==> config.mk <==
export PLATFORM = sky130hd
export DESIGN_NAME = pipe_ctrl
export DESIGN_NICKNAME = d
export VERILOG_FILES = /design/src/rtl/pipe_ctrl_pkg.sv /design/src/rtl/stall_wdt.sv /design/src/rtl/pipe_ctrl.sv
export SDC_FILE = /design/constraint.sdc
export NUM_CORES = 1
export LEC_CHECK = 0
export BUFFER_PORTS_ARGS = -buffer_cell sky130_fd_sc_hd__buf_2
export CORE_MARGIN = 8
export CORE_UTILIZATION = 49
export DETAILED_ROUTE_END_ITERATION = 10
export PLACE_DENSITY_LB_ADDON = 0.25
export SYNTH_ARGS = -nofsm -noshare
export SYNTH_HDL_FRONTEND = slang
export SYNTH_SLANG_ARGS = --single-unit
==> constraint.sdc <==
create_clock -name clk -period 2.83 [get_ports clk]
set_input_delay 0.4245 -clock clk [delete_from_list [all_inputs] [get_ports clk]]
set_output_delay 0.4245 -clock clk [all_outputs]
set_load 0.1 [all_outputs]
==> src/rtl/pipe_ctrl_pkg.sv <==
// pipe_ctrl_pkg: shared control-bus encodings, redirect defaults and FSM state type
package pipe_ctrl_pkg;
  localparam int CTRL_W = 6;
  localparam logic STOP = 1'b1;
  localparam logic NOSTOP = 1'b0;
  localparam logic [CTRL_W-1:0] STALL_NONE = {CTRL_W{NOSTOP}};
  localparam logic [CTRL_W-1:0] STALL_ID = {{3{NOSTOP}}, {3{STOP}}};
  localparam logic [CTRL_W-1:0] STALL_EX = {{2{NOSTOP}}, {4{STOP}}};
  localparam logic [CTRL_W-1:0] STALL_MEM = {NOSTOP, {5{STOP}}};
  localparam logic [31:0] EXC_VECTOR_DEF = 32'h0000_0020;
  typedef enum logic {RUN, MASK} state_t;
endpackage

==> src/rtl/stall_wdt.sv <==
// stall_wdt: stalled-cycle performance counter plus consecutive-stall watchdog with sticky flag
module stall_wdt #(
  parameter int WDT_LIMIT = 1024,
  parameter int CNT_W = 32
) (
  input  logic             clk,
  input  logic             rst,
  input  logic             stop,
  input  logic             flush,
  input  logic             cnt_clr,
  output logic [CNT_W-1:0] stall_cnt,
  output logic             stall_timeout
);
  localparam int RW = $clog2(WDT_LIMIT + 1);
  localparam logic [RW-1:0] LIM = RW'(WDT_LIMIT);
  logic [RW-1:0] run;
  logic [RW-1:0] run_nx;
  logic          hit;
  // run length of the current stall streak, saturating so the flag fires only on arrival
  always_comb begin
    run_nx = (stop && !flush) ? ((run == LIM) ? run : run + RW'(1)) : '0;
    hit = stop && !flush && (run == LIM - RW'(1));
  end
  // counters and sticky flag; clear wins over both increment and set
  always_ff @(posedge clk or negedge rst) begin
    if (!rst) begin
      run <= '0;
      stall_cnt <= '0;
      stall_timeout <= 1'b0;
    end else begin
      run <= run_nx;
      stall_cnt <= cnt_clr ? '0 : (stop && !(&stall_cnt)) ? stall_cnt + CNT_W'(1) : stall_cnt;
      stall_timeout <= cnt_clr ? 1'b0 : (stall_timeout || hit);
    end
  end
endmodule

==> src/rtl/pipe_ctrl.sv <==
// pipe_ctrl: stall priority, exception/ERET redirect with masking window, and stall accounting
module pipe_ctrl
  import pipe_ctrl_pkg::*;
#(
  parameter logic [31:0] EXC_VECTOR = EXC_VECTOR_DEF,
  parameter int MASK_CYCLES = 2,
  parameter int WDT_LIMIT = 1024,
  parameter int CNT_W = 32
) (
  input  logic              clk,
  input  logic              rst,
  input  logic              stallreq_id,
  input  logic              stallreq_ex,
  input  logic              stallreq_mem,
  input  logic              exc_valid,
  input  logic              exc_eret,
  input  logic [31:0]       exc_epc,
  input  logic              cnt_clr,
  output logic [CTRL_W-1:0] stall,
  output logic              flush,
  output logic [31:0]       new_pc,
  output logic [CNT_W-1:0]  stall_cnt,
  output logic              stall_timeout
);
  localparam int MW = (MASK_CYCLES > 1) ? $clog2(MASK_CYCLES) : 1;
  localparam logic [MW-1:0] MLOAD = MW'((MASK_CYCLES > 0) ? MASK_CYCLES - 1 : 0);
  state_t        state;
  state_t        state_nx;
  logic [MW-1:0] mcnt;
  logic [MW-1:0] mcnt_nx;
  logic          exc_acc;
  // zero-latency control outputs; held quiet while reset is asserted
  always_comb begin
    exc_acc = rst && exc_valid && (state == RUN);
    flush = exc_acc;
    new_pc = exc_acc ? (exc_eret ? exc_epc : EXC_VECTOR) : '0;
    stall = (!rst || exc_acc) ? STALL_NONE :
            stallreq_mem ? STALL_MEM :
            stallreq_ex ? STALL_EX :
            stallreq_id ? STALL_ID : STALL_NONE;
  end
  // masking FSM: an accepted redirect blocks further exceptions for MASK_CYCLES cycles
  always_comb begin
    state_nx = (state == RUN) ? ((exc_acc && MASK_CYCLES > 0) ? MASK : RUN) :
               ((mcnt == '0) ? RUN : MASK);
    mcnt_nx = (state == RUN) ? MLOAD : ((mcnt == '0) ? '0 : mcnt - MW'(1));
  end
  // FSM state and mask counter registers
  always_ff @(posedge clk or negedge rst) begin
    if (!rst) begin
      state <= RUN;
      mcnt <= '0;
    end else begin
      state <= state_nx;
      mcnt <= mcnt_nx;
    end
  end
  stall_wdt #(.WDT_LIMIT(WDT_LIMIT), .CNT_W(CNT_W)) u_wdt (
    .clk(clk),
    .rst(rst),
    .stop(stall[0]),
    .flush(flush),
    .cnt_clr(cnt_clr),
    .stall_cnt(stall_cnt),
    .stall_timeout(stall_timeout)
  );
endmodule

* Word level (Yosys, flattened, before mapping)
Cells that the tools add are included.
Word-level totals: bits in registers 46, bits in latches 0, RAM bits 0, bits in read-only memories 0, input port bits 40, logic and storage cells 40, memories 0
Operators by class: $add $sub $neg 3, multiply operators 0, div/mod/pow operators 0, magnitude comparators 0, equal/unequal tests 3, shift operators 0, multiplexer cells 16, bitwise logic cells 1, reductions and logical operators 12
Operators with widths (number):
- 32-bit two-way mux | 4
- 32-bit by 1-bit adder with 32-bit output, second input constant | 1
- 32-bit AND reduction | 1
- 11-bit two-way mux | 2
- 11-bit by 1-bit adder with 11-bit output, second input constant | 1
- 11-bit by 10-bit == test with 1-bit output, second input constant | 1
- 11-bit == test, second input constant | 1
- 5-bit two-way mux | 2
- 1-bit two-way mux | 6
- 1-bit logical AND | 5
- 4-bit two-way mux | 1
- 1-bit zero test | 3
- 3-bit two-way mux | 1
- 1-bit logical OR | 2
- 2-bit inequality test, second input constant | 1
- 2-bit nonzero test | 1
- 1-bit NOT | 1
- 1-bit subtractor, second input constant | 1

* Longest topological paths before layout
Gate-level depths: netlist of the first run.
depth in word-level cells 8, depth in mapped cells 8

* By module
Synthesis of the first run repeated with hierarchy kept, for this count alone.
Unflattened totals: cell total of the unflattened synthesis 309, area, all modules 2778.9 um2
Modules (own cells, without submodules):
- stall_wdt | times used 1, cells each 257, area an instance 2397.3 um2, sequential area each 1101.1 um2
- pipe_ctrl | times used 1, cells each 52, area an instance 381.6 um2, sequential area each 50.0 um2

* Worst setup path before layout of the first run
OpenSTA, ideal clock, no wires.
kind register -> register, from register u_wdt.stall_cnt[0], to register u_wdt.stall_cnt[11], library setup time 0.125 ns, arrival time 2.676 ns, required time 2.705 ns, path slack 0.029 ns, cell stages (with the launch flop) 9, path buffers 2, clock period less this slack 2.801 ns, path through dfrtp_1 -> ha_1 -> nand2_1 -> or3_4 -> nor4b_4 -> buf_6 -> buf_8 -> nor2_2 -> mux2_4
On the way: cells in the longest elaborated chain, start to end 4
Ends and longest elaborated chain:
- start: declaration | RTL line stall_wdt.sv:11 | output logic [CNT_W-1:0] stall_cnt,
- start signal: assignment | RTL line stall_wdt.sv:32 | stall_cnt <= cnt_clr ? '0 : (stop && !(&stall_cnt)) ? stall_cnt + CNT_W'(1) : stall_cnt;
- parallel branches: the longest is 4 deep, another holds 32-bit by 1-bit adder with 32-bit output
Parallel ways; which one is timed is not known. The select of a mux whose other input is x is not followed. A chain may end at the register's enable or synchronous reset.

* Worst setup path in the final report of the first run
from register u_wdt.stall_cnt[3], to register u_wdt.stall_cnt[23]
Same word-level chain as after synthesis.

==> results of run 1 <==
registers in the layout (all words and copies together) (netlist names):
register	count
u_wdt.stall_cnt	32
u_wdt.run	11
mcnt	1
u_wdt.stall_timeout	1
state	1
cells by family (layout without fill, tap and decap cells):
group                      after synthesis  in the layout  share of synthesized area
adders and majority gates                3              3                     0.0129
buffers and inverters                   28            131                     0.0491
and+or+nand+nor                        188            188                      0.370
AOI/OAI and AO/OA                       54             54                      0.108
muxes                                   10             10                     0.0409
xor gates and xnor gates                 7              7                     0.0211
other                                    1              1                    0.00129
DFF                                     46             46                      0.396
worst reg2reg max path, cell delays in order (launching register included):
cell and delay [ns]:
dfrtp_1 0.48, nand4_1 0.19, nor3_2 0.35, nand4_1 0.41, or4_1 0.59, a21oi_1 0.15
stage by stage:
step	area, um2	utilization
2_1_floorplan	2910	-
3_3_place_gp	4040	0.694
3_5_place_dp	4040	0.694
4_1_cts	4120	0.709
5_1_grt	4120	0.709
6_report	4120	0.709
power groups by stage:
stage               Sequential (mW)  Clock (mW)  Combinational, mW
floorplan                     0.732           0              0.400
global placement              0.709           0              0.643
detailed placement            0.711           0              0.653
CTS                           0.697       0.399              0.654
global route                  0.703       0.419              0.681
finish                        0.697       0.396              0.649
layout make-up:
| type | count | area [um2] |
|---|---|---|
| multi-input combinational | 263 | 1630 |
| timing repair buffer | 116 | 1130 |
| clock buffer | 5 | 68.8 |
| clock inverter | 2 | 15.0 |
| tap | 75 | 93.8 |
| fill | 433 | 1690 |
| sequential | 46 | 1150 |
| inverter | 8 | 30.0 |
worst min-delay path by stage:
stage	from	depth (start not counted)	slack (ns)	end
5_1_grt	rst	1	0.02	state
2_1_floorplan	rst	0	0.13	mcnt
3_5_place_dp	rst	1	0.33	state
4_1_cts	rst	1	0.008	state
3_3_place_gp	rst	1	0.33	state
6_report	rst	1	0.004	u_wdt.stall_cnt[25]
cells in the final DEF, fill, tap and decap left out, types with 14 or more instances in the layout:
cell and count:
nand3_1 18, or3_1 17, a21oi_1 26, dfrtp_1 46, nor2_1 26, buf_12 36
buf_2 75, and2_1 32, nand4_1 14, nand2_1 25
layer usage:
layer	track usage	up-vias	share of wire
met5	0	-	0
met4	0.0470	0	0.016
met3	0.0425	16	0.070
met2	0.355	135	0.48
met1	0.286	1451	0.44
li1	-	1412	-
==> results by group, run 1 <==
Drt
  – Drt first pass iters: 5
  – WL/cell: 17.9 um
  – DR vias: 3014
  – DRC: 0
  – Post-DRT Antenna Nets: 0
  – Post-Route WL: 9200 um
  – Vias per cell: 5.85
  – Initial drt markers: 220

STA
  – Setup slack after layout: 0.577 ns
  – Fin Hold WS: 0.00425 ns
  – Max Freq: 0.444 GHz
  – Slew Viols, Final: 0
  – Period minus WS final: 2.25 ns
  – Endpoints failing setup: 0
  – Final Hold Fails: 0
  – Setup_tns: 0 ns
  – RSZ-0062 raised after global routing: false
  – Tcrit/Tclk final: 0.796
  – Slew headroom: 0.392
  – Layout Skew: 0.00692 ns
  – Worst Max-Slew Pin Slew: 0.904 ns

Logic synthesis
  – Top-count cell post-synth: dfrtp_1
  – Post-synthesis async set-or-reset flop share: 1.00
  – Post-synthesis register bit count: 46
  – Register area share after synthesis: 0.396
  – Most frequent cells after synthesis: dfrtp_1 (46), and2_1 (32), a21oi_1 (26), nor2_1 (26), nand2_1 (25)
  – Synth top area share: 0.396
  – YS warnings: 0
  – Cell area after synthesis: 2910 um2
  – Syn nets: 380
  – Mean post-synth cell area: 8.62 um2
  – Post-synth EDFFs: 0
  – Primary FF master, synth: dfrtp_1
  – Mapped Cells: 337
  – Post-synth cell types: 42
  – Yosys top cell by area: dfrtp_1
  – Synth area leaders: dfrtp_1 (40%), and2_1 (6.9%), a21oi_1 (4.5%)

Critical path
  – CP top delay family: simple AND/OR/NAND/NOR gates
  – Reg2reg start: u_wdt.stall_cnt[3]
  – Crit path buf inv count: 0
  – Crit path from: u_wdt.stall_cnt[3]
  – End point of the critical path: u_wdt.stall_cnt[23]
  – Setup crit end kind: flip-flop
  – Crit-path max cell delay: 0.59 ns
  – Crit path cell chain: nand4_1, nor3_2, nand4_1, or4_1, a21oi_1
  – Arr. time, crit path: 2.47 ns
  – Crit-path max FO: 11
  – CP max-delay cell: or4_1
  – Reg2Reg Setup Slack: 0.58 ns
  – Crit-path most repeated cell: nand4_1
  – Crit path launch type: flip-flop
  – R2R Path End: u_wdt.stall_cnt[23]
  – WS Path Type: reg2reg
  – Critical Path RT: 3.05 ns
  – Register-to-Register Path Depth: 5
  – CP Depth: 5

Cells and area
  – Diode count: 0
  – Nets@finish: 483
  – Area growth, synth to finish: 41.9%
  – Share of cells above drive strength 1: 0.316
  – Non-Filler Instances: 515

Place
  – Port Buf Inserts: 110
  – Setup WS pre-CTS: 0.615 ns
  – GP Congestion: 0.863
  – Dpl hpwl: 7160 um
  – Number of instances in the placed design: 508

Global routing
  – Vias in the first global route: 2893
  – Initial antenna violation count: 0
  – First-pass GRT wire length: 15200 um
  – Largest net degree at the start of global routing: 42
  – Gr ovfl total: 0
  – Gr usage total: 0.216

Die
  – # IOs: 112
  – Die footprint: 8650 um2
  – Initial core utilization: 0.500
  – Die H: 93 um
  – Core area: 5820 um2
  – Die W: 93 um
  – Cell row count: 28

Clock network
  – Root buffer cell: clkbuf_8
  – Post-CTS sizing: 0
  – Clk sink count: 46
  – Worst skew pair latency: 0.30 ns
  – Clk slew on worst S/H paths: 0.09 ns
  – CTS H-Tree Depth: 2
  – # Post-CTS Setup Buffers: 0
  – Num CTS Buffers: 5
  – Clk buf depth: 2
  – Post-CTS Hold Buffers: 0
  – CTS tree: built

Power
  – Reg power frac: 0.400
  – Tot Pwr: 1.74 mW
  – Sw Share: 0.403
  – Peak supply drop: 0.271 mV
  – Gate power share: 0.373
  – Pwr dens: 423 nW/um2
  – NetSw: 702 uW
  – Internal: 1.04 mW
  – Clock group share of total power: 0.227
  – Pleak: 1.82 nW

Hold path
  – HP Class: in2async

Run
  – Max_cap viols: 0

Status
  – Status: finished, final reports clean
Note: power is estimated with default switching activity, not from simulation.
==> run 2, diff against run 1 <==
ABC_AREA = 1   (was unset)
CORE_UTILIZATION = 50   (was 49)
clock period = 2.2 ns   (was 2.83 ns; I/O delays follow)
==> run 2 against run 1 <==
- routed wire length is 9.2% higher
- synthesized cell count is 50% higher
- sequential power is 28% higher
- non-clock buffer count stayed put
- critical path depth stayed put
- critical path type is now reg2out
- largest power group unchanged
- sequential share of layout area is 1.8 points lower
==> results by group, run 2 <==
Critical path
  – Crit path cell chain: inv_2, nand3_2, buf_4, a21oi_1, buf_12 (was nand4_1, nor3_2, nand4_1, or4_1, a21oi_1)
  – R2R Path End: u_wdt.stall_cnt[28] (was u_wdt.stall_cnt[23])
  – Critical Path RT: 1.87 ns (was 3.05 ns)
  – Reg2reg start: u_wdt.stall_cnt[0] (was u_wdt.stall_cnt[3])
  – Arr. time, crit path: 1.56 ns (was 2.47 ns)
  – Crit path launch type: flip-flop (unchanged)
  – Setup crit end kind: output pin (was flip-flop)
  – Crit-path max FO: 34 (was 11)
  – WS Path Type: reg2out (was reg2reg)
  – CP max-delay cell: dfrtp_1 (was or4_1)
  – Register-to-Register Path Depth: 11 (was 5)
  – Reg2Reg Setup Slack: 0.32 ns (was 0.58 ns)
  – Crit path from: state (was u_wdt.stall_cnt[3])
  – Crit-path max cell delay: 0.40 ns (was 0.59 ns)

Die
  – Die W: 96.5 um (was 93 um)
  – Initial core utilization: 0.513 (was 0.500)
  – # IOs: 112 (unchanged)
  – Die footprint: 9300 um2 (was 8650 um2)
  – Cell row count: 29 (was 28)
  – Die H: 96.5 um (was 93 um)
  – Core area: 6310 um2 (was 5820 um2)

Place
  – Placed Area: 4380 um2 (was 4040 um2)
  – GP Congestion: 0.915 (was 0.863)
  – Dpl hpwl: 7930 um (was 7160 um)
  – Port Buf Inserts: 110 (unchanged)
  – Number of instances in the placed design: 680 (was 508)
  – Setup WS pre-CTS: 0.327 ns (was 0.615 ns)

Logic synthesis
  – Synth Area in Compound Gates: 0.0359 (was 0.108)
  – Yosys top cell by area: dfrtp_1 (unchanged)
  – Post-synthesis register bit count: 46 (unchanged)
  – Top-count cell post-synth: nand2_1 (was dfrtp_1)
  – Synth area leaders: dfrtp_1 (36%), nand2_1 (22%), nor2_1 (12%) (was dfrtp_1 (40%), and2_1 (6.9%), a21oi_1 (4.5%))
  – Largest family of logic cells by synthesized area: simple AND/OR/NAND/NOR gates (unchanged)
  – Post-synthesis adder-cell area fraction: 0.0116 (was 0.0129)
  – Multiplexer area fraction after synthesis: 0 (was 0.0409)
  – Synth top area share: 0.356 (was 0.396)
  – Cell area after synthesis: 3240 um2 (was 2910 um2)
  – Mapped Cells: 506 (was 337)
  – Most frequent cells after synthesis: nand2_1 (188), nor2_1 (101), dfrtp_1 (46) (was dfrtp_1 (46), and2_1 (32), a21oi_1 (26), nor2_1 (26), nand2_1 (25))
  – YS warnings: 0 (unchanged)
  – Post-synthesis async set-or-reset flop share: 1.00 (unchanged)
  – Syn nets: 549 (was 380)
  – Register area share after synthesis: 0.356 (was 0.396)
  – Post-Synth Simple-Gate Area: 0.482 (was 0.370)
  – Post-synth cell types: 34 (was 42)
  – XOR/XNOR Fraction of Synth Area: 0.0325 (was 0.0211)
  – Mean post-synth cell area: 6.40 um2 (was 8.62 um2)
  – Primary FF master, synth: dfrtp_1 (unchanged)
  – Post-synth EDFFs: 0 (unchanged)

Clock network
  – Clk sink count: 46 (unchanged)
  – Clk slew on worst S/H paths: 0.10 ns (was 0.09 ns)
  – Clk buf depth: 2 (unchanged)
  – Post-CTS sizing: 0 (unchanged)
  – Num CTS Buffers: 5 (unchanged)
  – CTS H-Tree Depth: 2 (unchanged)
  – Post-CTS Hold Buffers: 1 (was 0)
  – # Post-CTS Setup Buffers: 0 (unchanged)
  – Root buffer cell: clkbuf_8 (unchanged)
  – Worst skew pair latency: 0.31 ns (was 0.30 ns)
  – CTS tree: built (unchanged)

STA
  – Layout Skew: 0.00905 ns (was 0.00692 ns)
  – Period minus WS final: 1.89 ns
  – Tcrit/Tclk final: 0.861
  – Max Freq: 0.528 GHz
  – Final Hold Fails: 0 (unchanged)
  – Setup slack after layout: 0.305 ns (was 0.577 ns)
  – Fin Hold WS: 0.163 ns (was 0.00425 ns)
  – RSZ-0062 raised after global routing: false (unchanged)
  – Slew Viols, Final: 0 (unchanged)
  – Endpoints failing setup: 0 (unchanged)
  – Slew headroom: 0.632 (was 0.392)
  – Worst Max-Slew Pin Slew: 0.552 ns (was 0.904 ns)

Global routing
  – Gr usage total: 0.219 (was 0.216)
  – Gr ovfl total: 0 (unchanged)
  – Vias in the first global route: 3516 (was 2893)
  – Largest net degree at the start of global routing: 45 (was 42)
  – Initial antenna violation count: 0 (unchanged)
  – First-pass GRT wire length: 16400 um (was 15200 um)

Power
  – Peak supply drop: 0.341 mV (was 0.271 mV)
  – Pwr dens: 508 nW/um2 (was 423 nW/um2)
  – Pleak: 2.20 nW (was 1.82 nW)

Cells and area
  – Biggest regs: u_wdt.stall_cnt (32), u_wdt.run (11) (unchanged)
  – Nets@finish: 654 (was 483)
  – Share of cells above drive strength 1: 0.263 (was 0.316)
  – Non-Filler Instances: 690 (was 515)
  – Design Area, Final: 4480 um2 (was 4120 um2)
  – Area growth, synth to finish: 38.5% (was 41.9%)
  – Most frequent cells in the layout: nand2_1 (188), nor2_1 (101), buf_2 (74) (was buf_2 (75), dfrtp_1 (46), buf_12 (36))
  – Commonest non-fill, non-tap cell in the layout: nand2_1 (was buf_2)
  – Max reg flops: 32 (unchanged)
  – Reg with most FFs: u_wdt.stall_cnt (unchanged)
  – Final Core Density: 0.710 (was 0.709)

Drt
  – DRC: 0 (unchanged)
  – Drt first pass iters: 4 (was 5)
  – WL/cell: 14.6 um (was 17.9 um)
  – Post-Route WL: 10100 um (was 9200 um)
  – Post-DRT Antenna Nets: 0 (unchanged)
  – Initial drt markers: 174 (was 220)
  – DR vias: 3516 (was 3014)
  – Vias per cell: 5.10 (was 5.85)

Run
  – Max_cap viols: 0 (unchanged)

Hold path
  – HP Class: in2async (unchanged)

Status
  – Status: finished, final reports clean (unchanged)
[run 2: cell count changes in the layout (fill, tap and decap cells not counted), moves of 8 or more]
cell	before	now
a21oi_1	26	7
dfrtp_2	0	15
dfrtp_1	46	31
o31ai_1	12	0
nand3_1	18	37
nor2b_1	8	0
or4_1	12	0
or3_1	17	0
nor4_1	9	0
inv_1	7	38
and2_1	32	1
nor2_1	26	101
nand2_1	25	188
[run 2: layer usage]
metal	vias up	GRT usage	part of all wire
met5	-	0	0
met4	0	0.0706	0.021
met3	18	0.0440	0.063
met2	100	0.388	0.51
met1	1623	0.258	0.41
li1	1775	-	-
[run 2: how the worst max path moves through the flow]
stage / to / slack, ns
CTS: new_pc[5] / 0.29
global placement: u_wdt.stall_cnt[0] / 0.33
global route: new_pc[5] / 0.16
finish: new_pc[5] / 0.31
floorplan: new_pc[5] / -0.17
detailed placement: u_wdt.stall_cnt[6] / 0.33
[run 2: metrics by stage]
stage	power, mW	setup TNS (ns)
after floorplan	1.46	-4.73
after global placement	1.73	0
after detailed placement	1.74	0
after CTS	2.30	0
after global routing	2.37	0
final	2.28	0
[run 2: report_power, final]
group	total, mW	internal, mW	switching, mW
Clock	0.557	0.230	0.327
Sequential	0.895	0.874	0.0214
Combinational	0.828	0.236	0.592
[run 2: final cells by class]
type | instances | area (um2)
timing repair buffer | 116 | 1140
antenna | 1 | 2.50
tap | 77 | 96.3
clock buffer | 5 | 68.8
multi-input combinational | 401 | 1820
inverter | 41 | 159
clock inverter | 3 | 25.0
fill | 533 | 1830
sequential | 46 | 1170
[run 2: cells by family after synthesis]
kind of cell             count (synthesis)
AND/OR/NAND/NOR                        365
buffers and inverters                   59
flip-flops                              46
adder cells (fa/ha/maj)                  3
other                                    1
AO/OA/AOI/OAI                           20
XOR/XNOR                                12
[run 2: critical path: cells and delay by family, from the launching register on]
kind                   cells  cell delay [ns]
flip-flops                 1             0.40
AO/OA/AOI/OAI              1             0.26
AND/OR/NAND/NOR            1             0.07
buffers and inverters      3             0.51
==> run 3, diff against run 2 <==
ABC_AREA = unset   (was 1)
CORE_UTILIZATION = 49   (was 50)
==> run 3 against run 2 <==
- first-iteration DRC count increased by 24%
- via count is 17% lower
- clock power up 16%
- sequential share of layout area rose by 1.7 points
- critical path type is now reg2reg
- critical endpoint is now u_wdt.stall_cnt[30]
==> results by group, run 3 (same netlist as run 1, synthesis figures left out) <==
Critical path
  – Setup crit end kind: flip-flop (was output pin)
  – Reg2Reg Setup Slack: 0.05 ns (was 0.32 ns)
  – CP max-delay cell: dfrtp_4 (was dfrtp_1)
  – Crit path buf inv count: 0 (was 3)
  – Critical Path RT: 2.39 ns (was 1.87 ns)
  – Crit-path max FO: 6 (was 34)
  – Register-to-Register Path Depth: 6 (was 11)
  – CP top delay family: simple AND/OR/NAND/NOR gates (was buffers and inverters)
  – CP Depth: 6 (was 5)
  – Crit path cell chain: ha_4, nand2_2, or3_4, or3_1, nor4_2, mux2_2 (was inv_2, nand3_2, buf_4, a21oi_1, buf_12)
  – Arr. time, crit path: 2.34 ns (was 1.56 ns)
  – R2R Path End: u_wdt.stall_cnt[30] (was u_wdt.stall_cnt[28])
  – WS Path Type: reg2reg (was reg2out)
  – Crit path from: u_wdt.stall_cnt[0] (was state)
  – End point of the critical path: u_wdt.stall_cnt[30] (was new_pc[5])
  – Crit path launch type: flip-flop (unchanged)
  – Crit-path max cell delay: 0.46 ns (was 0.40 ns)
  – Reg2reg start: u_wdt.stall_cnt[0] (unchanged)

Global routing
  – Gr usage total: 0.206 (was 0.219)
  – First-pass GRT wire length: 14600 um (was 16400 um)
  – Largest net degree at the start of global routing: 38 (was 45)
  – Initial antenna violation count: 0 (unchanged)
  – Vias in the first global route: 2894 (was 3516)
  – Gr ovfl total: 0 (unchanged)

Hold path
  – HP Class: in2async (unchanged)

STA
  – Worst Max-Slew Pin Slew: 0.664 ns (was 0.552 ns)
  – Tcrit/Tclk final: 0.977 (was 0.861)
  – Final Hold Fails: 0 (unchanged)
  – Max Freq: 0.465 GHz (was 0.528 GHz)
  – Period minus WS final: 2.15 ns (was 1.89 ns)
  – Endpoints failing setup: 0 (unchanged)
  – Slew Viols, Final: 0 (unchanged)
  – Fin Hold WS: 0.105 ns (was 0.163 ns)
  – Slew headroom: 0.557 (was 0.632)
  – Layout Skew: 0.00741 ns (was 0.00905 ns)

Drt
  – Post-Route WL: 9020 um (was 10100 um)
  – DRC: 0 (unchanged)
  – DR vias: 2917 (was 3516)
  – Initial drt markers: 216 (was 174)
  – Post-DRT Antenna Nets: 0 (unchanged)
  – Vias per cell: 5.58 (was 5.10)
  – WL/cell: 17.2 um (was 14.6 um)
  – Drt first pass iters: 4 (unchanged)

Clock network
  – Clk slew on worst S/H paths: 0.09 ns (was 0.10 ns)
  – Clk sink count: 46 (unchanged)
  – CTS tree: built (unchanged)
  – Clk buf depth: 2 (unchanged)
  – CTS H-Tree Depth: 2 (unchanged)
  – Worst skew pair latency: 0.30 ns (was 0.31 ns)
  – Root buffer cell: clkbuf_8 (unchanged)
  – Post-CTS Hold Buffers: 0 (was 1)
  – Num CTS Buffers: 5 (unchanged)
  – # Post-CTS Setup Buffers: 0 (unchanged)

Power
  – Tot Pwr: 2.42 mW (was 2.28 mW)
  – Sw Share: 0.382 (was 0.412)
  – Peak supply drop: 0.325 mV (was 0.341 mV)
  – Gate power share: 0.361 (was 0.363)
  – Clock group share of total power: 0.267 (was 0.244)
  – Internal: 1.50 mW (was 1.34 mW)
  – NetSw: 925 uW (was 941 uW)
  – Pleak: 1.84 nW (was 2.20 nW)
  – Pwr dens: 559 nW/um2 (was 508 nW/um2)
  – Reg power frac: 0.372 (was 0.393)

Cells and area
  – Nets@finish: 490 (was 654)
  – Most frequent cells in the layout: buf_2 (72), buf_12 (39), and2_1 (32) (was nand2_1 (188), nor2_1 (101), buf_2 (74))
  – Diode count: 0 (was 1)
  – Commonest non-fill, non-tap cell in the layout: buf_2 (was nand2_1)
  – FILL cells: 422 (was 533)
  – Area growth, synth to finish: 49.2% (was 38.5%)
  – Register area: 1200 um2 (was 1170 um2)
  – Biggest regs: u_wdt.stall_cnt (32), u_wdt.run (11) (unchanged)
  – Share of cells above drive strength 1: 0.411 (was 0.263)
  – Max reg flops: 32 (unchanged)
  – Multi-input logic area: 1660 um2 (was 1820 um2)
  – Reg with most FFs: u_wdt.stall_cnt (unchanged)

Die
  – Cell row count: 28 (was 29)
  – Core area: 5820 um2 (was 6310 um2)
  – Die footprint: 8650 um2 (was 9300 um2)
  – Die H: 93 um (was 96.5 um)
  – Initial core utilization: 0.500 (was 0.513)
  – # IOs: 112 (unchanged)
  – Die W: 93 um (was 96.5 um)

Place
  – Dpl hpwl: 7040 um (was 7930 um)
  – Port Buf Inserts: 110 (unchanged)
  – GP Congestion: 0.863 (was 0.915)

Run
  – Max_cap viols: 0 (unchanged)

Status
  – Status: finished, final reports clean (unchanged)
[run 3: worst min-delay path by stage]
| stage | start | slack, ns | endpoint |
|---|---|---|---|
| after floorplan | rst | 0.03 | mcnt |
| after global placement | rst | 0.44 | u_wdt.run[8] |
| after detailed placement | rst | 0.44 | u_wdt.run[9] |
| after CTS | rst | 0.11 | u_wdt.run[8] |
| after global routing | rst | 0.12 | u_wdt.run[8] |
| final | rst | 0.11 | u_wdt.run[9] |
[run 3: final cells by class]
type,count,share of cell area
Clock buffer,5,0.0159
Tap cell,75,0.0217
Sequential cell,46,0.278
Clock inverter,3,0.0101
Inverter,8,0.00693
Multi-Input combinational cell,263,0.383
Timing Repair Buffer,123,0.285
[run 3: worst reg2reg max path, cell delays in order (launching register included)]
cell and delay (ns):
dfrtp_4 0.46, ha_4 0.15, nand2_2 0.07, or3_4 0.42, or3_1 0.38, nor4_2 0.19
mux2_2 0.37
[run 3: per-stage QoR]
step	cells	util	worst slack, ns	instance area (um2)	TNS [ns]
floorplan	337	-	-0.0872	2980	-0.212
global placement	515	0.724	0.127	4210	0
detailed placement	515	0.724	0.0745	4210	0
CTS	523	0.744	0.0281	4320	0
global route	523	0.745	-0.0586	4330	-0.0586
finish	523	0.745	0.0506	4330	0
[run 3: routing by layer]
metal,share of wire,track usage
met1,0.38,0.237
met2,0.53,0.368
met3,0.075,0.0625
met4,0.011,0.0362
met5,0,0
[run 3: repair_timing]
item,4_1_cts,5_1_grt
endpoints found under the hold margin,0,0
setup endpoints to repair,0,6
resized for setup,0,3
[run 3: power by group through the flow]
| stage | clock network [mW] | registers, mW | logic, mW |
|---|---|---|---|
| 6_report | 0.647 | 0.902 | 0.874 |
| 4_1_cts | 0.655 | 0.902 | 0.880 |
| 2_1_floorplan | 0 | 0.946 | 0.517 |
| 5_1_grt | 0.680 | 0.906 | 0.916 |
| 3_5_place_dp | 0 | 0.920 | 0.878 |
| 3_3_place_gp | 0 | 0.918 | 0.868 |
